**config.mk**
```make
export PLATFORM = sky130hd
export DESIGN_NAME = rr_timeout_arbiter_flat
export DESIGN_NICKNAME = d
export VERILOG_FILES = /design/src/rtl/rr_timeout_arbiter_if.sv /design/src/rtl/rr_timeout_arbiter.sv /design/src/flat_wrapper.sv
export SDC_FILE = /design/constraint.sdc
export NUM_CORES = 1
export LEC_CHECK = 0
export ABC_AREA = 1
export BUFFER_PORTS_ARGS = -buffer_cell sky130_fd_sc_hd__buf_4
export CELL_PAD_IN_SITES_DETAIL_PLACEMENT = 1
export CELL_PAD_IN_SITES_GLOBAL_PLACEMENT = 1
export CORE_MARGIN = 5
export CORE_UTILIZATION = 42
export DETAILED_ROUTE_END_ITERATION = 10
export HOLD_SLACK_MARGIN = 0.02
export PLACE_DENSITY = 0.8
export SLEW_MARGIN = 20
export SYNTH_ARGS = -nofsm -noshare
export SYNTH_HDL_FRONTEND = slang
export SYNTH_SLANG_ARGS = --single-unit
```
**constraint.sdc**
```tcl
create_clock -name clk -period 4 [get_ports clk]
set_input_delay 1.2 -clock clk [delete_from_list [all_inputs] [get_ports clk]]
set_output_delay 1.2 -clock clk [all_outputs]
set_load 0.02 [all_outputs]
```
**src/rtl/rr_timeout_arbiter_if.sv**
```systemverilog
// Request/grant bundle between N requesters and the round-robin timeout arbiter.
interface rr_timeout_arbiter_if #(
   parameter int N = 4
);
   logic [N-1:0]         req;
   logic [N-1:0]         gnt;
   logic [$clog2(N)-1:0] gnt_id;
   logic                 busy;
   logic                 preempt;

   modport master (
      output req,
      input  gnt,
      input  gnt_id,
      input  busy,
      input  preempt
   );

   modport slave (
      input  req,
      output gnt,
      output gnt_id,
      output busy,
      output preempt
   );
endinterface

```
**src/rtl/rr_timeout_arbiter.sv**
```systemverilog
// Round-robin arbiter with hold-limit preemption and a one-cycle turnaround
// gap between owners; every output comes straight from a register.
module rr_timeout_arbiter #(
   parameter int N        = 4,
   parameter int MAX_HOLD = 16
) (
   input logic                clk,
   input logic                reset,
   rr_timeout_arbiter_if.slave bus
);
   localparam int IW = $clog2(N);
   localparam int CW = $clog2(MAX_HOLD + 1);
   localparam logic [CW-1:0] HOLD_MAX = CW'(MAX_HOLD);
   localparam logic [IW-1:0] LAST_ID  = IW'(N - 1);

   typedef enum logic [1:0] {
      IDLE  = 2'd0,
      GRANT = 2'd1,
      TURN  = 2'd2
   } state_t;

   state_t        state_r;
   state_t        state_nx_s;
   logic [N-1:0]  gnt_r;
   logic [N-1:0]  gnt_nx_s;
   logic [IW-1:0] gnt_id_r;
   logic [IW-1:0] id_nx_s;
   logic [IW-1:0] ptr_r;
   logic [IW-1:0] ptr_nx_s;
   logic [CW-1:0] hold_cnt_r;
   logic [CW-1:0] cnt_nx_s;
   logic          busy_r;
   logic          preempt_r;
   logic          preempt_nx_s;

   logic [IW-1:0] win_s;
   logic          found_s;
   logic          owner_req_s;
   logic          others_s;
   logic          timeout_s;
   logic [IW-1:0] next_ptr_s;

   function automatic logic [N-1:0] onehot(input logic [IW-1:0] idx);
      logic [N-1:0] v;
      v = {{(N-1){1'b0}}, 1'b1} << idx;
      return v;
   endfunction

   // Priority scan starting at ptr with wrap; the first asserted request wins.
   always_comb begin
      logic [IW-1:0] idx;
      logic          hit;
      win_s   = {IW{1'b0}};
      found_s = 1'b0;
      idx     = {IW{1'b0}};
      hit     = 1'b0;
      for (int k = 0; k < N; k++) begin
         idx     = IW'((int'(ptr_r) + k) % N);
         hit     = bus.req[idx] & ~found_s;
         win_s   = hit ? idx : win_s;
         found_s = found_s | bus.req[idx];
      end
   end

   // gnt_r is one-hot in GRANT, so masking with it isolates the owner's request.
   assign owner_req_s = |(bus.req & gnt_r);
   assign others_s    = |(bus.req & ~gnt_r);
   assign timeout_s   = (hold_cnt_r == HOLD_MAX) && others_s;
   assign next_ptr_s  = (gnt_id_r == LAST_ID) ? {IW{1'b0}} : (gnt_id_r + IW'(1));

   // Next-state and next-output decode.
   always_comb begin
      state_nx_s   = state_r;
      gnt_nx_s     = gnt_r;
      id_nx_s      = gnt_id_r;
      ptr_nx_s     = ptr_r;
      cnt_nx_s     = hold_cnt_r;
      preempt_nx_s = 1'b0;
      case (state_r)
         IDLE, TURN: begin
            if (found_s) begin
               state_nx_s = GRANT;
               gnt_nx_s   = onehot(win_s);
               id_nx_s    = win_s;
               cnt_nx_s   = CW'(1);
            end else begin
               state_nx_s = IDLE;
               gnt_nx_s   = {N{1'b0}};
            end
         end
         GRANT: begin
            if (!owner_req_s) begin
               state_nx_s = TURN;
               gnt_nx_s   = {N{1'b0}};
               ptr_nx_s   = next_ptr_s;
            end else if (timeout_s) begin
               state_nx_s   = TURN;
               gnt_nx_s     = {N{1'b0}};
               ptr_nx_s     = next_ptr_s;
               preempt_nx_s = 1'b1;
            end else if (hold_cnt_r != HOLD_MAX) begin
               cnt_nx_s = hold_cnt_r + CW'(1);
            end else begin
               cnt_nx_s = hold_cnt_r;
            end
         end
         default: begin
            state_nx_s = IDLE;
            gnt_nx_s   = {N{1'b0}};
            id_nx_s    = {IW{1'b0}};
            ptr_nx_s   = {IW{1'b0}};
            cnt_nx_s   = {CW{1'b0}};
         end
      endcase
   end

   // State and output registers with synchronous active-low reset.
   always_ff @(posedge clk) begin
      if (!reset) begin
         state_r    <= IDLE;
         gnt_r      <= {N{1'b0}};
         gnt_id_r   <= {IW{1'b0}};
         ptr_r      <= {IW{1'b0}};
         hold_cnt_r <= {CW{1'b0}};
         busy_r     <= 1'b0;
         preempt_r  <= 1'b0;
      end else begin
         state_r    <= state_nx_s;
         gnt_r      <= gnt_nx_s;
         gnt_id_r   <= id_nx_s;
         ptr_r      <= ptr_nx_s;
         hold_cnt_r <= cnt_nx_s;
         busy_r     <= (state_nx_s == GRANT);
         preempt_r  <= preempt_nx_s;
      end
   end

   assign bus.gnt     = gnt_r;
   assign bus.gnt_id  = gnt_id_r;
   assign bus.busy    = busy_r;
   assign bus.preempt = preempt_r;
endmodule

```
**src/flat_wrapper.sv**
```systemverilog
// flat-port wrapper written by rule: the top's interface ports become plain ports
module rr_timeout_arbiter_flat 
#(
   parameter int N        = 4,
   parameter int MAX_HOLD = 16
)
  (clk, reset, bus_req, bus_gnt, bus_gnt_id, bus_busy, bus_preempt);
  rr_timeout_arbiter_if #(.N(N)) bus_i ();
  input logic clk;
  input logic reset;
  input wire logic [$bits(bus_i.req)-1:0] bus_req;
  output wire logic [$bits(bus_i.gnt)-1:0] bus_gnt;
  output wire logic [$bits(bus_i.gnt_id)-1:0] bus_gnt_id;
  output wire logic [$bits(bus_i.busy)-1:0] bus_busy;
  output wire logic [$bits(bus_i.preempt)-1:0] bus_preempt;
  assign bus_i.req = bus_req;
  assign bus_gnt = bus_i.gnt;
  assign bus_gnt_id = bus_i.gnt_id;
  assign bus_busy = bus_i.busy;
  assign bus_preempt = bus_i.preempt;
  rr_timeout_arbiter #(.N(N), .MAX_HOLD(MAX_HOLD)) u_core (.clk(clk), .reset(reset), .bus(bus_i));
endmodule
```
==> report_table.html <==
<table>
<tr><th>Metric</th><th>Value</th></tr>
<tr><th colspan="2">Logic synthesis</th></tr>
<tr><td>Post-synthesis instance area</td><td>1080 um2</td></tr>
<tr><td>Warnings from Yosys</td><td>0</td></tr>
<tr><td>Simple-gate portion of the synthesized area</td><td>44.0%</td></tr>
<tr><td>Per-instance average area after synthesis</td><td>6.34 um2</td></tr>
<tr><td>Mux share of post-synthesis cell area</td><td>0%</td></tr>
<tr><td>Area contributors post-synth</td><td>sky130_fd_sc_hd__dfxtp_1 (32%), sky130_fd_sc_hd__nand2_1 (18%), sky130_fd_sc_hd__nand3_1 (9.8%)</td></tr>
<tr><td>#FFs+latches synth</td><td>17</td></tr>
<tr><td>Async set or reset register ratio after synthesis</td><td>0%</td></tr>
<tr><td>Arithmetic-cell share of the synthesized area counting full adders, half adders and majority gates</td><td>3.48%</td></tr>
<tr><td>Number of flops mapped to enable cells by yosys</td><td>0</td></tr>
<tr><td>Synthesized-area fraction occupied by ao, oa, aoi and oai cells</td><td>10.1%</td></tr>
<tr><td>Post-synth top area cell</td><td>sky130_fd_sc_hd__dfxtp_1</td></tr>
<tr><td>Synthesized-area fraction occupied by xor and xnor cells</td><td>0.813%</td></tr>
<tr><td>Main combinational cell family by area after synthesis</td><td>simple AND/OR/NAND/NOR gates</td></tr>
<tr><td>Nets in the synthesized netlist</td><td>about 180</td></tr>
<tr><td>Sequential cell area fraction in the yosys report</td><td>31.6%</td></tr>
<tr><td>Post-synth top area share</td><td>31.6%</td></tr>
<tr><td>Count of mapped cells out of synthesis</td><td>170</td></tr>
<tr><td>Synth cell types</td><td>26</td></tr>
<tr><td>Most common flop cell mapped by yosys</td><td>sky130_fd_sc_hd__dfxtp_1</td></tr>
<tr><th colspan="2">STA</th></tr>
<tr><td>Achievable clock frequency</td><td>440 MHz</td></tr>
<tr><td>Period utilisation layout</td><td>a little under three fifths</td></tr>
<tr><td>Fin. max-slew vios</td><td>0</td></tr>
<tr><td>Worst setup slack after layout</td><td>approximately 1.7 ns</td></tr>
<tr><td>RSZ-0062 raised after global routing</td><td>false</td></tr>
<tr><td>Slew at the pin with the worst max-slew slack</td><td>between 0.5 and 0.6 ns</td></tr>
<tr><td>Clock skew after layout</td><td>0.0124 ns</td></tr>
<tr><td>Endpoints failing hold</td><td>0</td></tr>
<tr><td>Final-report setup violation count</td><td>0</td></tr>
<tr><td>Sum of negative setup slack</td><td>0 ns</td></tr>
<tr><td>Min Tclk post-route</td><td>~2.3 ns</td></tr>
<tr><td>Max transition margin</td><td>between 60% and 70%</td></tr>
<tr><th colspan="2">Worst setup path</th></tr>
<tr><td>Required time reported for the critical path endpoint</td><td>4.21 ns</td></tr>
<tr><td>Max FO, Critical Path</td><td>8</td></tr>
<tr><td>Largest stage delay on the critical path</td><td>0.20 ns</td></tr>
<tr><td>Critical path capture point type</td><td>flip-flop</td></tr>
<tr><td>Element type at the critical path start</td><td>input pin</td></tr>
<tr><td>Worst setup slack for register-to-register paths</td><td>2.13 ns</td></tr>
<tr><td>Cells along the critical path</td><td>buf_4 -&gt; inv_1 -&gt; nand2_1 -&gt; nand3_1 -&gt; nand2_1 -&gt; nor2_4 -&gt; nand3_2 -&gt; nand2_4 -&gt; nand2_4 -&gt; o21ai_0 -&gt; inv_1</td></tr>
<tr><td>Master of the slowest instance on the critical path</td><td>sky130_fd_sc_hd__o21ai_0</td></tr>
<tr><td>Type of the setup path with the least slack</td><td>input pin to flip-flop</td></tr>
<tr><td>Worst EP arrival</td><td>between 2 and 2.5 ns</td></tr>
<tr><th colspan="2">Routing</th></tr>
<tr><td>Wirelength, routed</td><td>2990 um</td></tr>
<tr><td>Vias post-DR</td><td>1099</td></tr>
<tr><td>Post-route ant nets</td><td>0</td></tr>
<tr><td>Number of remaining DRC errors</td><td>0</td></tr>
<tr><td>Starting DRT DRC Count</td><td>21</td></tr>
<tr><td>Via/cell ratio</td><td>5.11</td></tr>
<tr><td>Post-detailed-route wirelength per cell</td><td>13.9 um</td></tr>
<tr><td>Router iterations before antenna repair</td><td>5</td></tr>
<tr><th colspan="2">Die</th></tr>
<tr><td>Initial Util</td><td>43.9%</td></tr>
<tr><td>Vertical extent of the die</td><td>slightly above 60 um</td></tr>
<tr><td>Die outline width</td><td>60.6 um</td></tr>
<tr><td>Die Outline Area</td><td>3680 um2</td></tr>
<tr><td>I/O pin count</td><td>14</td></tr>
<tr><td>Core Rows</td><td>18</td></tr>
<tr><td>Floorplan core area</td><td>2450 um2</td></tr>
<tr><th colspan="2">Place</th></tr>
<tr><td>Post-detail-place hpwl</td><td>2410 um</td></tr>
<tr><td>Post-Place Setup Slack</td><td>around 1.4 ns</td></tr>
<tr><td>Final Wtd Congestion</td><td>0.923</td></tr>
<tr><td>IO buf count</td><td>13</td></tr>
<tr><th colspan="2">Finish</th></tr>
<tr><td>Synthesis-to-finish area growth</td><td>13.7%</td></tr>
<tr><td>Fraction of layout cells with a size suffix above 1</td><td>around 15%</td></tr>
<tr><td>Final core utilization</td><td>49.9%</td></tr>
<tr><td>Post-layout nets</td><td>195</td></tr>
<tr><td>Total of fill cells in the finished design</td><td>about 340</td></tr>
<tr><td>Diodes inserted</td><td>0</td></tr>
<tr><th colspan="2">GRT</th></tr>
<tr><td>Via count of the first global-routing pass</td><td>1164</td></tr>
<tr><td>Largest net degree at the start of global routing</td><td>12</td></tr>
<tr><td>GR Util All Layers</td><td>19.3%</td></tr>
<tr><td>Global-route wire length before repair</td><td>5260 um</td></tr>
<tr><td>Initial antenna violation count</td><td>0</td></tr>
<tr><td>Leftover overflow at the end of global routing</td><td>0</td></tr>
<tr><th colspan="2">Status</th></tr>
<tr><td>Run status</td><td>finished, final reports clean</td></tr>
<tr><th colspan="2">CTS</th></tr>
<tr><td>Worst skew pair latency</td><td>about 0.30 ns</td></tr>
<tr><td>CTS H-tree lvls</td><td>1</td></tr>
<tr><td>Post_cts resized</td><td>0</td></tr>
<tr><td>Setup Buffers After CTS</td><td>0</td></tr>
<tr><td>TritonCTS clock tree</td><td>built</td></tr>
<tr><td>Buffer type at the clock tree root</td><td>sky130_fd_sc_hd__clkbuf_4</td></tr>
<tr><td>Clock buffer count from CTS</td><td>3</td></tr>
<tr><td>Maximum number of buffers from clock root to sink</td><td>2</td></tr>
<tr><td>Clock tree sinks</td><td>17</td></tr>
<tr><td>Clock transition at path regs</td><td>0.11 ns</td></tr>
<tr><td>Hold bufs inserted after CTS</td><td>0</td></tr>
<tr><th colspan="2">Power</th></tr>
<tr><td>P_leak</td><td>0.594 nW</td></tr>
<tr><td>Power per unit of standard cell area</td><td>roughly 570 nW/um2</td></tr>
<tr><td>Worst voltage drop across the vdd grid</td><td>292 uV</td></tr>
<tr><th colspan="2">Hold path</th></tr>
<tr><td>Worst min-delay path class</td><td>flip-flop to flip-flop</td></tr>
<tr><th colspan="2">Flow run</th></tr>
<tr><td>Max-cap violations</td><td>0</td></tr>
</table>
[routing by layer]
metal | up-vias | global-route usage (%) | share of wire (%)
met5 | - | 0 | 0
met4 | 0 | 7.43 | 1.2
met3 | 5 | 4.26 | 2.5
met2 | 12 | 31.9 | 48
met1 | 507 | 24.3 | 48
li1 | 575 | - | -
[critical path, delay by kind of cell]
kind | cells | cell delay [ns]
compound gates | 1 | 0.20
buf+inv | 3 | 0.28
simple gates | 7 | 0.79
[metrics by stage]
stage,hold slack [ns],total power [mW],std cells,instance area (um2)
global route,0.553,0.769,215,1220
detailed placement,0.497,0.610,211,1200
CTS,0.519,0.706,215,1220
finish,0.516,0.701,215,1220
floorplan,0.487,0.505,170,1080
global placement,0.481,0.598,211,1200
[path summary, 6_finish.rpt]
path                      from              endpoint  cells after the start
min reg2reg  u_core.bus.gnt[1]     u_core.bus.gnt[1]                      2
max                 bus_req[1]  u_core.hold_cnt_r[0]                     11
min          u_core.bus.gnt[1]     u_core.bus.gnt[1]                      2
max reg2reg    u_core.ptr_r[0]  u_core.hold_cnt_r[0]                      9
[cell families (layout without fill, tap and decap cells)]
kind of cell | Yosys count | in the layout
AOI/OAI and AO/OA | 20 | 20
xor gates and xnor gates | 1 | 1
adders and majority gates | 3 | 3
buffers and inverters | 24 | 39
DFF | 17 | 17
and+or+nand+nor | 105 | 105
[cell usage in the layout (no fill, tap or decap), types with 11 or more instances in the layout]
master / netlist / final
sky130_fd_sc_hd__nand2_1: 52 / 52
sky130_fd_sc_hd__a21oi_1: 11 / 11
sky130_fd_sc_hd__nor2_1: 20 / 20
sky130_fd_sc_hd__dfxtp_1: 17 / 17
sky130_fd_sc_hd__buf_4: 0 / 13
sky130_fd_sc_hd__nand3_1: 21 / 21
sky130_fd_sc_hd__inv_1: 19 / 19
[synthesized netlist by cell type, types with 2 or more instances]
cell and number:
sky130_fd_sc_hd__nand3_1 21, sky130_fd_sc_hd__inv_1 19, sky130_fd_sc_hd__ha_1 3, sky130_fd_sc_hd__a21oi_1 11, sky130_fd_sc_hd__dfxtp_1 17, sky130_fd_sc_hd__nand4_1 2
sky130_fd_sc_hd__nand2_4 2, sky130_fd_sc_hd__o21ai_0 3, sky130_fd_sc_hd__nor2_1 20, sky130_fd_sc_hd__nand2_1 52, sky130_fd_sc_hd__o22ai_1 2, sky130_fd_sc_hd__nand2_2 3
sky130_fd_sc_hd__nor2_4 2
[sequential cells by signal, summed over array words and instances, names as in the netlist]
name / flops
u_core.hold_cnt_r: 5
u_core.bus.gnt: 4
u_core.state_r: 2
u_core.bus.gnt_id: 2
u_core.bus.busy: 1
u_core.bus.preempt: 1
u_core.ptr_r: 2
[power by group]
group	leakage, nW	switching (mW)	internal, mW	total [mW]
Clock	0.0177	0.0579	0.0373	0.0952
Sequential	0.139	0.0456	0.204	0.250
Combinational	0.437	0.235	0.121	0.356
[final cells by class]
type | count | area [um2] | area share, %
clock buffers | 3 | 22.5 | 1.84
flip-flops and latches | 17 | 340 | 27.8
well taps | 30 | 37.5 | 3.06
clock inverters | 1 | 5.00 | 0.409
repair buffers | 13 | 97.6 | 7.97
inverters | 22 | 92.6 | 7.56
multi-input cells | 129 | 629 | 51.4
(Power assumes the default switching activity.)
